===== config.mk =====
export PLATFORM = sky130hd
export DESIGN_NAME = fpu_normalize_round
export DESIGN_NICKNAME = d
export VERILOG_FILES = /design/src/rtl/fpu_pkg.sv /design/src/rtl/fpu_lzc.sv /design/src/rtl/fpu_normalize_round.sv
export SDC_FILE = /design/constraint.sdc
export NUM_CORES = 1
export LEC_CHECK = 0
export ABC_AREA = 1
export BUFFER_PORTS_ARGS = -buffer_cell sky130_fd_sc_hd__buf_2
export CORE_MARGIN = 5
export CORE_UTILIZATION = 39
export DETAILED_ROUTE_END_ITERATION = 12
export PLACE_DENSITY = 0.57
export SYNTH_ARGS = -nofsm -noshare
export SYNTH_HDL_FRONTEND = slang
export SYNTH_SLANG_ARGS = --single-unit

===== constraint.sdc =====
create_clock -name i_clk -period 8.6 [get_ports i_clk]
set_clock_uncertainty 0.1 [all_clocks]
set_input_delay 1.29 -clock i_clk [delete_from_list [all_inputs] [get_ports i_clk]]
set_output_delay 1.29 -clock i_clk [all_outputs]
set_load 0.02 [all_outputs]

===== src/rtl/fpu_pkg.sv =====
// Shared FPU types and constants.
// Used by the normalise/round stage and the add path.
package fpu_pkg;

    localparam int MANT_W   = 106;
    localparam int POINT    = 104;
    localparam int EXP_IN_W = 13;
    localparam int FRAC_W   = 52;
    localparam int EXP_W    = 11;
    localparam int LZC_W    = 7;
    localparam int S1_EW    = EXP_IN_W + 1;

    localparam int FPU_BIAS    = 1023;
    localparam int FPU_EXP_MAX = 2047;
    localparam int FPU_FRAC_W  = 52;

    typedef struct packed {
        logic             sign;
        logic [EXP_W-1:0] exp;
        logic [FRAC_W-1:0] frac;
    } float_t;

    // Aligned operand. The hidden one is implied by !zero,
    // so only the bits below POINT are carried.
    typedef struct packed {
        logic             sign;
        logic             zero;
        logic             gen_flags;
        logic             sticky;
        logic [S1_EW-1:0] exp;
        logic [POINT-1:0] mant;
    } s1_t;

endpackage


===== src/rtl/fpu_lzc.sv =====
// Leading-one detector over the raw mantissa.
// Returns the bit index of the highest set bit.
module fpu_lzc
    import fpu_pkg::*;
(
    input  logic [MANT_W-1:0] a_i,
    output logic [LZC_W-1:0]  idx_o,
    output logic              zero_o
);

    // Priority scan: the last set bit seen wins.
    always_comb begin
        idx_o = '0;
        for (int i = 0; i < MANT_W; i++) begin
            if (a_i[i]) begin
                idx_o = LZC_W'(i);
            end
        end
    end

    assign zero_o = ~|a_i;

endmodule


===== src/rtl/fpu_normalize_round.sv =====
// Normalise, round-to-nearest-even and pack a double.
// Two registered stages with valid/ready flow control.
module fpu_normalize_round
    import fpu_pkg::*;
(
    input  logic                i_clk,
    input  logic                i_rst,
    input  logic                i_valid,
    output logic                o_ready,
    input  logic                i_sign,
    input  logic [EXP_IN_W-1:0] i_exp,
    input  logic [MANT_W-1:0]   i_mant,
    input  logic                i_gen_flags,
    output logic                o_valid,
    input  logic                i_ready,
    output logic [63:0]         o_result,
    output logic                o_z,
    output logic                o_n,
    output logic                o_c,
    output logic                o_o
);

    logic [LZC_W-1:0] lz_idx;
    logic             lz_zero;

    s1_t  s1_d;
    s1_t  s1_q;
    logic s1_valid_q;

    logic   out_valid_q;
    float_t res_d;
    float_t res_q;
    logic   z_d, n_d, c_d, o_d;
    logic   z_q, n_q, c_q, o_q;

    logic advance;

    logic [FRAC_W-1:0] frac;
    logic              guard;
    logic              sticky;
    logic              rnd;
    logic [FRAC_W:0]   frac_r;
    logic [S1_EW-1:0]  exp2;

    fpu_lzc u_lzc (
        .a_i    (i_mant),
        .idx_o  (lz_idx),
        .zero_o (lz_zero)
    );

    assign advance  = !out_valid_q || i_ready;
    assign o_ready  = !s1_valid_q || advance;
    assign o_valid  = out_valid_q;
    assign o_result = res_q;
    assign o_z      = z_q;
    assign o_n      = n_q;
    assign o_c      = c_q;
    assign o_o      = o_q;

    // Align the leading one to POINT and rebias the exponent.
    always_comb begin
        s1_d           = '0;
        s1_d.sign      = i_sign;
        s1_d.zero      = lz_zero;
        s1_d.gen_flags = i_gen_flags;
        s1_d.exp       = {i_exp[EXP_IN_W-1], i_exp}
                       + S1_EW'(lz_idx)
                       - S1_EW'(POINT);
        // Only one bit sits above POINT, so a right
        // shift is at most one place.
        if (lz_idx > LZC_W'(POINT)) begin
            s1_d.mant   = POINT'(i_mant >> 1);
            s1_d.sticky = i_mant[0];
        end else begin
            s1_d.mant = POINT'(i_mant << (LZC_W'(POINT) - lz_idx));
        end
    end

    // Round, then saturate or flush, and derive the flags.
    always_comb begin
        frac   = s1_q.mant[POINT-1 -: FRAC_W];
        guard  = s1_q.mant[POINT-1-FRAC_W];
        sticky = (|s1_q.mant[POINT-2-FRAC_W:0]) | s1_q.sticky;
        rnd    = guard & (sticky | frac[0]);
        frac_r = {1'b0, frac} + (FRAC_W+1)'(rnd);
        exp2   = s1_q.exp + S1_EW'(frac_r[FRAC_W]);

        res_d.sign = s1_q.sign;
        res_d.exp  = exp2[EXP_W-1:0];
        res_d.frac = frac_r[FRAC_W-1:0];
        c_d        = guard | sticky;
        o_d        = 1'b0;

        if (s1_q.zero) begin
            res_d.exp  = '0;
            res_d.frac = '0;
            c_d        = 1'b0;
        end else if (!exp2[S1_EW-1] &&
                     exp2 >= S1_EW'(FPU_EXP_MAX)) begin
            res_d.exp  = '1;
            res_d.frac = '0;
            o_d        = 1'b1;
        end else if (exp2[S1_EW-1] || exp2 == '0) begin
            res_d.exp  = '0;
            res_d.frac = '0;
            c_d        = 1'b1;
        end

        z_d = (res_d.exp == '0) && (res_d.frac == '0);
        n_d = res_d.sign & !z_d;
    end

    // Stage-1 register: take a new operand whenever the slot frees.
    always_ff @(posedge i_clk or negedge i_rst) begin
        if (!i_rst) begin
            s1_valid_q <= 1'b0;
            s1_q       <= '0;
        end else if (o_ready) begin
            s1_valid_q <= i_valid;
            if (i_valid) begin
                s1_q <= s1_d;
            end
        end
    end

    // Output register: result always, flags only when requested.
    always_ff @(posedge i_clk or negedge i_rst) begin
        if (!i_rst) begin
            out_valid_q <= 1'b0;
            res_q       <= '0;
            z_q         <= 1'b0;
            n_q         <= 1'b0;
            c_q         <= 1'b0;
            o_q         <= 1'b0;
        end else if (advance) begin
            out_valid_q <= s1_valid_q;
            if (s1_valid_q) begin
                res_q <= res_d;
                if (s1_q.gen_flags) begin
                    z_q <= z_d;
                    n_q <= n_d;
                    c_q <= c_d;
                    o_q <= o_d;
                end
            end
        end
    end

endmodule


* Yosys cells after proc, flatten, opt, wreduce, memory -nomap -nowiden
Index checks and enable logic that the tools add are counted.
** Word-level totals
- Bits in registers :: 192
- Output and inout bits :: 70
- Input bits :: 125
- Word-level logic and storage cells :: 161
** Operators by class
- Bitwise gates (word level) :: 5
- Muxes and demuxes :: 115
- $add $sub $neg :: 5
- Reductions and logical operators :: 18
- $lt $le $gt $ge :: 2
- Shift-type cells :: 1
** Operator list (number)
- $mux 7 :: 42
- $mux 6 :: 32
- $mux 63 :: 3
- $reduce_or 106->1 :: 1
- $shl 106x7->104 :: 1
- $mux 104 :: 1
- $mux 5 :: 16
- $add 52x1->53 :: 1
- $logic_not 52->1 :: 1
- $reduce_or 51->1 :: 1
- $mux 4 :: 8
- $add 13x8->14 :: 1
- $add 14x1->14 :: 1
- $ge 14x11->1 const B :: 1
- $logic_not 14->1 :: 1
- $sub 14x7->14 const B :: 1
- $mux 3 :: 4
- $logic_not 11->1 :: 1
- $gt 7x7->1 const B :: 1
- $mux 1 :: 7
- $sub 7x7->7 const A :: 1
- $logic_not 1->1 :: 5
- $mux 2 :: 2
- $reduce_and 2->1 :: 2
- 5 further kinds :: 11

* Longest topological paths before layout
Gate-level depths: netlist (run 1).
- Word-level depth :: 108
- Gate-level depth with buffers :: 128
- Depth with buffers taken out :: 126

* Hierarchy
From an unflattened synthesis (run 1), not the netlist that was laid out.
** Unflattened totals
- Cells, all modules :: 3314
- Area, all modules :: 20357.0 µm²
** Modules (own cells, without submodules)
- fpu_normalize_round :: instances 1, seq. area each 4804.6 µm², cells each 2925, area each 18435.2 µm²
- fpu_lzc :: instances 1, seq. area each 0.0 µm², cells each 389, area each 1921.8 µm²

* Least setup slack after synthesis (run 1)
OpenSTA, ideal clock, no wires.
- Path type :: input -> register
- Start point :: in i_mant[2]
- End point :: reg s1_q[117] (netlist name)
- Arrival :: 8406 ps
- Stages :: 127
- Path slack :: -2 ps
- Path buffers :: 2
- Path through :: inv_2 -> nand2_1 -> nand2_1 -> nand2_1 -> nand2_1 -> nand2_1 -> nand2_1 -> nand2_1 -> nand2_1 -> nand2_1 -> nand2_1 -> nand2_1 -> nand2_1 -> nand2_1 -> nand2_1 -> nand2_1 -> nand2_1 -> nand2_1 -> [91 not listed] -> fa_1 -> a21oi_1 -> nor2_1 -> nor2_1 -> nor2_1 -> nor2_1 -> o21ai_0 -> inv_1 -> nor2_1 -> nor2_1 -> nor2_1 -> nor2_1 -> nor2_1 -> nor2_1 -> nor2_1 -> o21ai_0 -> a21oi_1 -> o31ai_1
** On the way
- Word-level cells in the longest chain between the ends :: 106
** Ends and longest elaborated chain
- start, declared :: line fpu_normalize_round.sv:12 : input logic [MANT_W-1:0] i_mant,
- $mux 2 (2 in series) :: line fpu_lzc.sv:15 : if (a_i[i]) begin
- $mux 3 (4 in series) :: line fpu_lzc.sv:15
- $mux 4 (8 in series) :: line fpu_lzc.sv:15
- $mux 5 (16 in series) :: line fpu_lzc.sv:15
- $mux 6 (32 in series) :: line fpu_lzc.sv:15
- $mux 7 (42 in series) :: line fpu_lzc.sv:15
- $add 13x8->14 :: line fpu_normalize_round.sv:67 : + S1_EW'(lz_idx)
- $sub 14x7->14 :: line fpu_normalize_round.sv:68 : - S1_EW'(POINT);
- end signal, assigned :: line fpu_normalize_round.sv:117 : s1_q <= '0;
- end signal, assigned :: line fpu_normalize_round.sv:121 : s1_q <= s1_d;
- end, declared :: line fpu_normalize_round.sv:27 : s1_t s1_q;
Every way passes these cells.
A chain may end at the register's enable or synchronous reset.

* Final worst setup path (run 1)
- Start point :: in i_mant[1]
- End point :: reg s1_q[113] (netlist name)
** On the way
- Word-level cells in the longest chain between the ends :: 107
** Ends and longest elaborated chain (line)
- $mux 1 :: fpu_lzc.sv:15
- $mux 2 (2 in series) :: fpu_lzc.sv:15
- $mux 3 (4 in series) :: fpu_lzc.sv:15
- $mux 4 (8 in series) :: fpu_lzc.sv:15
- $mux 5 (16 in series) :: fpu_lzc.sv:15
- $mux 6 (32 in series) :: fpu_lzc.sv:15
- $mux 7 (42 in series) :: fpu_lzc.sv:15
- $add 13x8->14 :: fpu_normalize_round.sv:67
- $sub 14x7->14 :: fpu_normalize_round.sv:68
Every way passes these cells.

==> results by group, run 1 <==
Power
  – Worst IR Drop VDD: approximately 0.00012 V
  – Comb pwr share: 62.4%
  – Total power: 5.51 mW
  – P_leak: 15.4 nW
  – Part of the power in registers: 22.3%
  – Relative contribution of the clock network to total power: between 15 and 20%
  – Switching power as a share of total power: ~50%
  – Net switching power: between 2 and 3 mW
  – Power per Cell Area: 169 nW/µm²
  – Cell-internal power: 2.78 mW

Critical path
  – Type of element capturing the critical path: flip-flop
  – Longest individual stage delay on the worst path: 0.34 ns
  – Setup CP Type: in -> reg
  – Worst endpoint required time: 8.85 ns
  – Start of the worst register-to-register path: s1_q[118]$_DFFE_PN0P_
  – Buffers plus inverters on the worst setup path: 7
  – Arrival time worst endpoint: 9.41 ns
  – Most prevalent standard cell on the critical path: sky130_fd_sc_hd__nand2_1
  – Launching element type of the critical path: input pin
  – CP max-delay cell: sky130_fd_sc_hd__fa_2
  – Cell depth of the worst flop-to-flop path: 48
  – Worst flop-to-flop path endpoint: o_result[20]$_DFFE_PN0P_
  – Family with the most delay on the worst path: simple AND/OR/NAND/NOR gates
  – Highest net fanout along the worst path: 2
  – Slack of the worst reg-to-reg path: 0.67 ns

Cells and area
  – Fraction of final layout cells sized beyond drive strength 1: 41.9%
  – Top library cells by usage in the layout, fill and taps aside: sky130_fd_sc_hd__nand2_1, sky130_fd_sc_hd__nand3_1, sky130_fd_sc_hd__buf_4
  – Synthesis-to-layout area growth: 70.0%
  – Commonest non-fill, non-tap cell in the layout: sky130_fd_sc_hd__nand2_1
  – Final cell count without fillers: between 4000 and 5000
  – Final-stage net count: 4061
  – Fillers: 4216

Timing
  – Time the worst path needs with I/O delays and setup: around 9.2 ns
  – Number of endpoints failing setup at the final stage: 109
  – Unrepaired setup endpoints after global routing: true
  – Upper clock frequency limit: approximately 110 MHz
  – Actual transition at the worst max-transition pin: around 1.1 ns
  – Total count of max-transition violations in the final report: 0
  – Tcrit/Tclk final: 107%
  – Worst slew margin: 24.2%
  – Final Hold Viols: 0
  – Final worst slack: -0.567 ns

Yosys
  – Register area share after synthesis: 25.0%
  – Fraction of synthesis flops using an asynchronous set or reset pin: 100%
  – Post-synthesis instance area: 19200 µm²
  – Area share of the largest cell type after synthesis: 25.0%
  – Post-Syn Instances: 3356
  – Number of distinct library cell variants in the gate-level netlist after synthesis: 46
  – Post-synth top flop: sky130_fd_sc_hd__dfrtp_1
  – Post-synthesis sequential element count: 192
  – Net count of the mapped netlist: between 3000 and 4000
  – Average size of a mapped cell: 5.72 µm²
  – Biggest area contributors in the synthesized netlist: sky130_fd_sc_hd__dfrtp_1, sky130_fd_sc_hd__nand3_1, sky130_fd_sc_hd__nand2_1
  – Number of enable-type register cells in the synthesized netlist: 0
  – Yosys warning count: 0
  – Post-synthesis cell type with the largest combined area: sky130_fd_sc_hd__dfrtp_1

Min path
  – Worst min-delay path endpoint: o_result[58]$_DFFE_PN0P_
  – Critical hold path startpoint: o_result[58]$_DFFE_PN0P_
  – Classification of the worst-slack hold path: reg -> reg
  – Min-Delay Path Depth: 2

Floorplan
  – Floorplan die height: 232 µm
  – I/O pin count: between 150 and 200
  – Site Rows: 81
  – Die ar.: between 50000 and 60000 µm²
  – Core region area: just under 50000 µm²
  – Horiz. Die Dim: 232 µm
  – Starting Density: 39.3%

Clock network
  – Clock-pin slew on the worst setup and hold paths: around 0.070 ns
  – Clock latency reported for the late side of the worst-skew pair: 0.51 ns
  – Clock sink count: 192
  – Clock H-tree levels: 4
  – Buffer depth of the longest clock path: 2
  – Total clock buffers created by CTS: 17
  – TritonCTS clock tree: built
  – Cell at the root of the clock tree: sky130_fd_sc_hd__clkbuf_16

GRT
  – Antenna violations before repair: 4
  – Via count of the first global-routing pass: 25286
  – Pin count of the biggest net entering global routing: 92
  – Overall global routing resource usage: 39.9%
  – GRT Residual Overflow: 0
  – Wire length of the first global-routing pass: 162000 µm

Detailed routing
  – Number of vias in the routed layout: 28164
  – Wirelength, routed: 118000 µm
  – Pre-antenna DRT Iters: 8
  – Routed via count divided by cell count: around 6.1
  – Routed Antenna Nets: 0
  – Number of DRC markers after the initial detailed-route iteration: around 3800
  – # DRC: 0
  – Drt wl/cell: between 20 and 30 µm

Status
  – Outcome: complete, but fails checks
  – Failing checks: setup timing

Run
  – Max-cap viol count: 0

Placement
  – Final weighted congestion of routability-driven global placement: 1.07
  – Number of instances in the placed design: 4406
  – IO buf count: 194
  – Detailed-placement wirelength estimate: 85400 µm
-- state kept, by name, indices dropped and copies added (netlist names) --
| register | count |
|---|---|
| frac | 52 |
| guard | 1 |
| o_c | 1 |
| o_n | 1 |
| o_o | 1 |
| o_result | 64 |
| o_valid | 1 |
| o_z | 1 |
| res_d | 1 |
| s1_q | 68 |
| s1_valid_q | 1 |
-- through the flow --
stage / instance area (µm²) / hold slack (ns) / setup TNS, ns / utilization, % / setup WS [ns]
after global placement: 23700 / 0.359 / -89.94 / 48.5 / -1.11
final: 32700 / 0.377 / -39.17 / 66.8 / -0.567
after global routing: 32600 / 0.395 / -124.97 / 66.8 / -1.45
after CTS: 27200 / 0.380 / -2.85 / 55.8 / -0.362
after floorplan: 19200 / 0.350 / 0 / - / 0.0415
after detailed placement: 23700 / 0.358 / -79.19 / 48.5 / -1.14
-- worst max path at each step --
stage	start	endpoint	cells past startpoint
floorplan	i_mant[2]	s1_q[117]$_DFFE_PN0P_	127
CTS	i_mant[1]	s1_q[117]$_DFFE_PN0P_	125
global placement	i_mant[1]	s1_q[24]$_DFFE_PN0P_	120
detailed placement	i_mant[1]	s1_q[117]$_DFFE_PN0P_	125
global route	i_mant[1]	s1_q[117]$_DFFE_PN0P_	125
finish	i_mant[1]	s1_q[113]$_DFFE_PN0P_	125
-- tightest hold or removal path: stages, from the launching register on --
cell	delay, ns
sky130_fd_sc_hd__dfrtp_1	0.34
sky130_fd_sc_hd__nand2_1	0.05
sky130_fd_sc_hd__nand2_1	0.05
-- power groups by stage --
| stage | sequential (mW) | combinational, mW | clock (mW) |
|---|---|---|---|
| finish | 1.23 | 3.44 | 0.843 |
| global route | 1.25 | 3.60 | 0.896 |
| CTS | 1.22 | 2.64 | 0.857 |
| detailed placement | 1.24 | 2.28 | 0 |
| global placement | 1.23 | 2.27 | 0 |
| floorplan | 1.30 | 1.14 | 0 |
-- synthesized netlist by cell type (all sizes together) (24+ instances only) --
master and number:
clkbuf 129, nor2 260, o21ai 106, nor3 32, nand2 1019, nand3 913, nand4 28, inv 237
ha 24, a21oi 184, buf 82, dfrtp 192
-- cell families (layout without fill, tap and decap cells) --
family                     after synthesis  in the layout  synth area share [%]
other                                    0              2                     0
muxes                                    1              1                0.0586
and+or+nand+nor                       2278           2278                  51.4
AOI/OAI and AO/OA                      384            384                  11.4
buffers and inverters                  450           1018                  9.23
xor gates and xnor gates                26             26                  1.22
DFF                                    192            192                  25.0
adders and majority gates               25             25                  1.67
-- repair_timing --
item | 4_1_cts | 5_1_grt
hold buffers | 0 | 0
gates cloned | 12 | 22
setup endpoints to repair | 129 | 181
hold endpoints to repair | 0 | 0
pin swaps | 126 | 370
setup buffers | 37 | 100
gates resized for setup | 518 | 904
-- final cells by class --
| type | count | area [µm²] | share of cell area, % |
|---|---|---|---|
| flip-flops and latches | 192 | 4800 | 14.7 |
| inverters | 239 | 931 | 2.85 |
| clock inverters | 14 | 188 | 0.575 |
| multi-input cells | 2714 | 18400 | 56.5 |
| repair buffers | 746 | 7010 | 21.5 |
| repair inverters | 1 | 8.76 | 0.0268 |
| diodes | 2 | 5.00 | 0.0153 |
| well taps | 664 | 831 | 2.54 |
| clock buffers | 18 | 429 | 1.31 |
-- metal layers --
metal	share of wire, %	vias to the layer above	track usage, %
met2	42	1973	60.1
met4	7.8	4	19.2
met3	12	516	9.26
met5	0.024	-	0
met1	38	13225	54.0
li1	-	12446	-
Power figures use the tool's default switching activity.
==> run 2: changes to the inputs <==
- CORE_MARGIN: 5 -> 4
- PLACE_DENSITY: 0.57 -> 0.56
- SYNTH_HIERARCHICAL: unset -> 1
==> run 2 against run 1 <==
The flow still finishes with violations (setup timing). Count of clock-buffer cells in the layout unchanged. Total power decreased by 11%. Worst setup slack improved by 0.49 ns. Critical path depth decreased by 6. Sequential share of layout area increased by 3.0 points. Critical endpoint is now frac[43]$_DFFE_PN0P_. Register-to-register slack improved by 2.7 ns. Worst hold slack improved by 0.00065 ns. Area after synthesis increased by 6.0%.
==> results by group, run 2 <==
Run
  – Max-cap viol count: 0 (unchanged)

Yosys
  – Number of distinct library cell variants in the gate-level netlist after synthesis: 59 (was 46)
  – Post-synth top flop: sky130_fd_sc_hd__dfrtp_1 (unchanged)
  – Post-synthesis sequential element count: 192 (unchanged)
  – Simple-gate portion of the synthesized area: 38.2% (was 51.4%)
  – Fraction of synthesis flops using an asynchronous set or reset pin: 100% (unchanged)
  – Cell with the most instances after synthesis: sky130_fd_sc_hd__nand2_1 (unchanged)
  – Multiplexer share of the synthesized area: 2.90% (was 0.0586%)
  – Post-Syn Instances: 3314 (was 3356)
  – Compound-Gate Fraction of Synth Area: 19.1% (was 11.4%)
  – Number of enable-type register cells in the synthesized netlist: 0 (unchanged)
  – Area share of the largest cell type after synthesis: 23.6% (was 25.0%)
  – Area share of xor/xnor cells in the synthesized design: 1.92% (was 1.22%)
  – Post-synthesis cell type with the largest combined area: sky130_fd_sc_hd__dfrtp_1 (unchanged)
  – Net count of the mapped netlist: 3463 (was 3506)
  – Most frequent cells after synthesis: sky130_fd_sc_hd__nand2_1, sky130_fd_sc_hd__nand3_1, sky130_fd_sc_hd__nor2_1, sky130_fd_sc_hd__inv_1, sky130_fd_sc_hd__dfrtp_1 (unchanged)
  – Register area share after synthesis: 23.6% (was 25.0%)
  – Arithmetic-cell share of the synthesized area counting full adders, half adders and majority gates: 1.51% (was 1.67%)
  – Post-synthesis instance area: 20400 µm² (was 19200 µm²)
  – Biggest area contributors in the synthesized netlist: sky130_fd_sc_hd__dfrtp_1, sky130_fd_sc_hd__nand2_1, sky130_fd_sc_hd__nand3_1 (was sky130_fd_sc_hd__dfrtp_1, sky130_fd_sc_hd__nand3_1, sky130_fd_sc_hd__nand2_1)
  – Dominant combinational cell family by area after synthesis: simple AND/OR/NAND/NOR gates (unchanged)
  – Average size of a mapped cell: 6.14 µm² (was 5.72 µm²)
  – Yosys warning count: 6 (was 0)

Power
  – Total power: 4.89 mW (was 5.51 mW)
  – Switching power as a share of total power: 47.6% (was 49.6%)
  – Relative contribution of the clock network to total power: 17.0% (was 15.3%)
  – Part of the power in registers: 26.4% (was 22.3%)
  – Cell-internal power: 2.56 mW (was 2.78 mW)
  – P_leak: 13.4 nW (was 15.4 nW)
  – Net switching power: 2.33 mW (was 2.73 mW)
  – Comb pwr share: 56.5% (was 62.4%)
  – Power per Cell Area: 180 nW/µm² (was 169 nW/µm²)
  – Worst IR Drop VDD: 0.000155 V (was 0.000121 V)

Detailed routing
  – Pre-antenna DRT Iters: 5 (was 8)
  – Wirelength, routed: 98500 µm (was 118000 µm)
  – Drt wl/cell: 22.3 µm (was 25.8 µm)
  – Number of vias in the routed layout: 24616 (was 28164)
  – Number of DRC markers after the initial detailed-route iteration: 2504 (was 3802)
  – Routed Antenna Nets: 0 (unchanged)
  – # DRC: 0 (unchanged)
  – Routed via count divided by cell count: 5.56 (was 6.14)

Clock network
  – Clock latency reported for the late side of the worst-skew pair: 0.51 ns (about the same)
  – Total clock buffers created by CTS: 17 (unchanged)
  – Hold Buf Count CTS: 0 (unchanged)
  – Clock-pin slew on the worst setup and hold paths: 0.08 ns (was 0.07 ns)
  – Buffer depth of the longest clock path: 2 (unchanged)
  – Clock sink count: 192 (unchanged)
  – Clock H-tree levels: 4 (unchanged)
  – TritonCTS clock tree: built (unchanged)
  – Cell at the root of the clock tree: sky130_fd_sc_hd__clkbuf_16 (unchanged)

Critical path
  – Most prevalent standard cell on the critical path: sky130_fd_sc_hd__nand2_1 (unchanged)
  – Setup CP Type: in -> reg (unchanged)
  – Slack of the worst reg-to-reg path: 3.34 ns (was 0.67 ns)
  – Type of element capturing the critical path: flip-flop (unchanged)
  – Arrival time worst endpoint: 8.97 ns (was 9.41 ns)
  – Launching element type of the critical path: input pin (unchanged)
  – Highest net fanout along the worst path: 15 (was 2)
  – CP max-delay cell: sky130_fd_sc_hd__ha_4 (was sky130_fd_sc_hd__fa_2)
  – Longest individual stage delay on the worst path: 0.33 ns (was 0.34 ns)
  – Worst endpoint required time: 8.88 ns (was 8.85 ns)

Cells and area
  – Fillers: 5347 (was 4216)
  – Final-stage net count: 3880 (was 4061)
  – Commonest non-fill, non-tap cell in the layout: sky130_fd_sc_hd__nand2_1 (unchanged)
  – Storage cell area: 4810 µm² (was 4800 µm²)
  – Synthesis-to-layout area growth: 33.5% (was 70.0%)
  – Top library cells by usage in the layout, fill and taps aside: sky130_fd_sc_hd__nand2_1, sky130_fd_sc_hd__buf_4, sky130_fd_sc_hd__nor2_1 (was sky130_fd_sc_hd__nand2_1, sky130_fd_sc_hd__nand3_1, sky130_fd_sc_hd__buf_4)
  – Largest register FFs: 68 (unchanged)
  – Area of the multi-input gates: 14400 µm² (was 18400 µm²)
  – Fraction of final layout cells sized beyond drive strength 1: 27.9% (was 41.9%)
  – Largest Register: s1_q (unchanged)

Floorplan
  – Core region area: 51500 µm² (was 48800 µm²)
  – I/O pin count: 195 (unchanged)
  – Die ar.: 55900 µm² (was 53800 µm²)
  – Floorplan die height: 236 µm (was 232 µm)
  – Site Rows: 83 (was 81)
  – Starting Density: 39.5% (was 39.3%)
  – Horiz. Die Dim: 236 µm (was 232 µm)

Timing
  – Total count of max-transition violations in the final report: 0 (unchanged)
  – Unrepaired setup endpoints after global routing: true (unchanged)
  – Tcrit/Tclk final: 101% (was 107%)
  – Time the worst path needs with I/O delays and setup: 8.68 ns (was 9.17 ns)
  – Number of endpoints failing setup at the final stage: 1 (was 109)
  – Final Hold Viols: 0 (unchanged)
  – Actual transition at the worst max-transition pin: 1.21 ns (was 1.14 ns)
  – Worst slew margin: 19.3% (was 24.2%)
  – Upper clock frequency limit: 115 MHz (was 109 MHz)
  – Final worst slack: -0.0818 ns (was -0.567 ns)

Status
  – Failing checks: setup timing (unchanged)
  – Outcome: complete, but fails checks (unchanged)

Min path
  – Classification of the worst-slack hold path: reg -> reg (unchanged)

GRT
  – GRT Residual Overflow: 0 (unchanged)
  – Wire length of the first global-routing pass: 141000 µm (was 162000 µm)
  – Via count of the first global-routing pass: 22761 (was 25286)
  – Pin count of the biggest net entering global routing: 148 (was 92)
  – Overall global routing resource usage: 32.7% (was 39.9%)
  – Antenna violations before repair: 6 (was 4)

Placement
  – Detailed-placement wirelength estimate: 77100 µm (was 85400 µm)
  – Minimum setup slack after placement: -0.588 ns (was -1.14 ns)
  – Final weighted congestion of routability-driven global placement: 1.02 (was 1.07)
  – IO buf count: 194 (unchanged)
run 2: cell count changes after synthesis, sizes merged, moves of 54 or more:
cell	previous run	this run
nand3	913	304
or2	3	57
nand2	1019	1073
o21ai	106	324
o211ai	16	93
mux2i	0	59
a21oi	184	96
run 2: worst max-delay path, delay by kind of cell:
kind            cells  cell delay (ns)
compound gates      2             0.37
simple gates      110             6.09
mux                 1             0.31
buf+inv             5             0.57
fa+ha+maj           1             0.33
run 2: power groups by stage:
stage	combinational [mW]	clock, mW	sequential [mW]
finish	2.76	0.832	1.29
global route	2.96	0.882	1.32
CTS	2.40	0.857	1.29
detailed placement	2.39	0	1.31
global placement	2.39	0	1.30
floorplan	1.28	0	1.36
run 2: metrics by stage:
step / TNS (ns) / util, % / cells / instance area [µm²] / hold slack, ns
after detailed placement: -31.95 / 47.4 / 4345 / 24400 / 0.357
after CTS: 0 / 48.5 / 4377 / 25000 / 0.383
final: -0.0818 / 52.8 / 4425 / 27200 / 0.378
after floorplan: 0 / - / 3314 / 20400 / 0.353
after global placement: -46.93 / 47.4 / 4345 / 24400 / 0.355
after global routing: -80.68 / 52.8 / 4424 / 27200 / 0.392
run 2: cell type report:
type	count	share of cell area, %
inverter	320	6.04
clock buffer	18	1.58
tap	680	3.13
timing repair buffer	606	18.0
sequential	192	17.7
antenna	1	0.00920
clock inverter	14	0.621
multi-input combinational	2594	52.9
run 2: path summary, 6_finish.rpt:
path / from / to / depth (start not counted)
setup / recovery: i_mant[2] / frac[43]$_DFFE_PN0P_ / 119
hold / removal: o_result[30]$_DFFE_PN0P_ / o_result[30]$_DFFE_PN0P_ / 2
setup reg to reg: guard$_DFFE_PN0P_ / o_result[41]$_DFFE_PN0P_ / 26
hold reg to reg: o_result[30]$_DFFE_PN0P_ / o_result[30]$_DFFE_PN0P_ / 2
max in group asynchronous: i_rst / frac[13]$_DFFE_PN0P_ / 2
min in group asynchronous: i_rst / s1_q[115]$_DFFE_PN0P_ / 1
run 2: cells by family after synthesis:
family                     after synthesis
AOI/OAI and AO/OA                      630
xor gates and xnor gates                43
adders and majority gates               24
buffers and inverters                  528
DFF                                    192
muxes                                   59
and+or+nand+nor                       1838
run 2: layer usage:
metal | part of all wire, % | routed length [µm] | global-route usage [%]
met1 | 45 | 44100 | 46.6
met3 | 7.5 | 7390 | 5.14
met5 | 0.013 | 13 | 0
met2 | 44 | 42900 | 50.1
met4 | 4.1 | 4070 | 12.0
run 2: timing repair:
action                                  4_1_cts  5_1_grt
endpoints found under the setup margin        2      116
pin swaps                                     0      122
buffers inserted                              0       33
gates cloned                                  0       16
endpoints found under the hold margin         0        0
resized for setup                             3      412
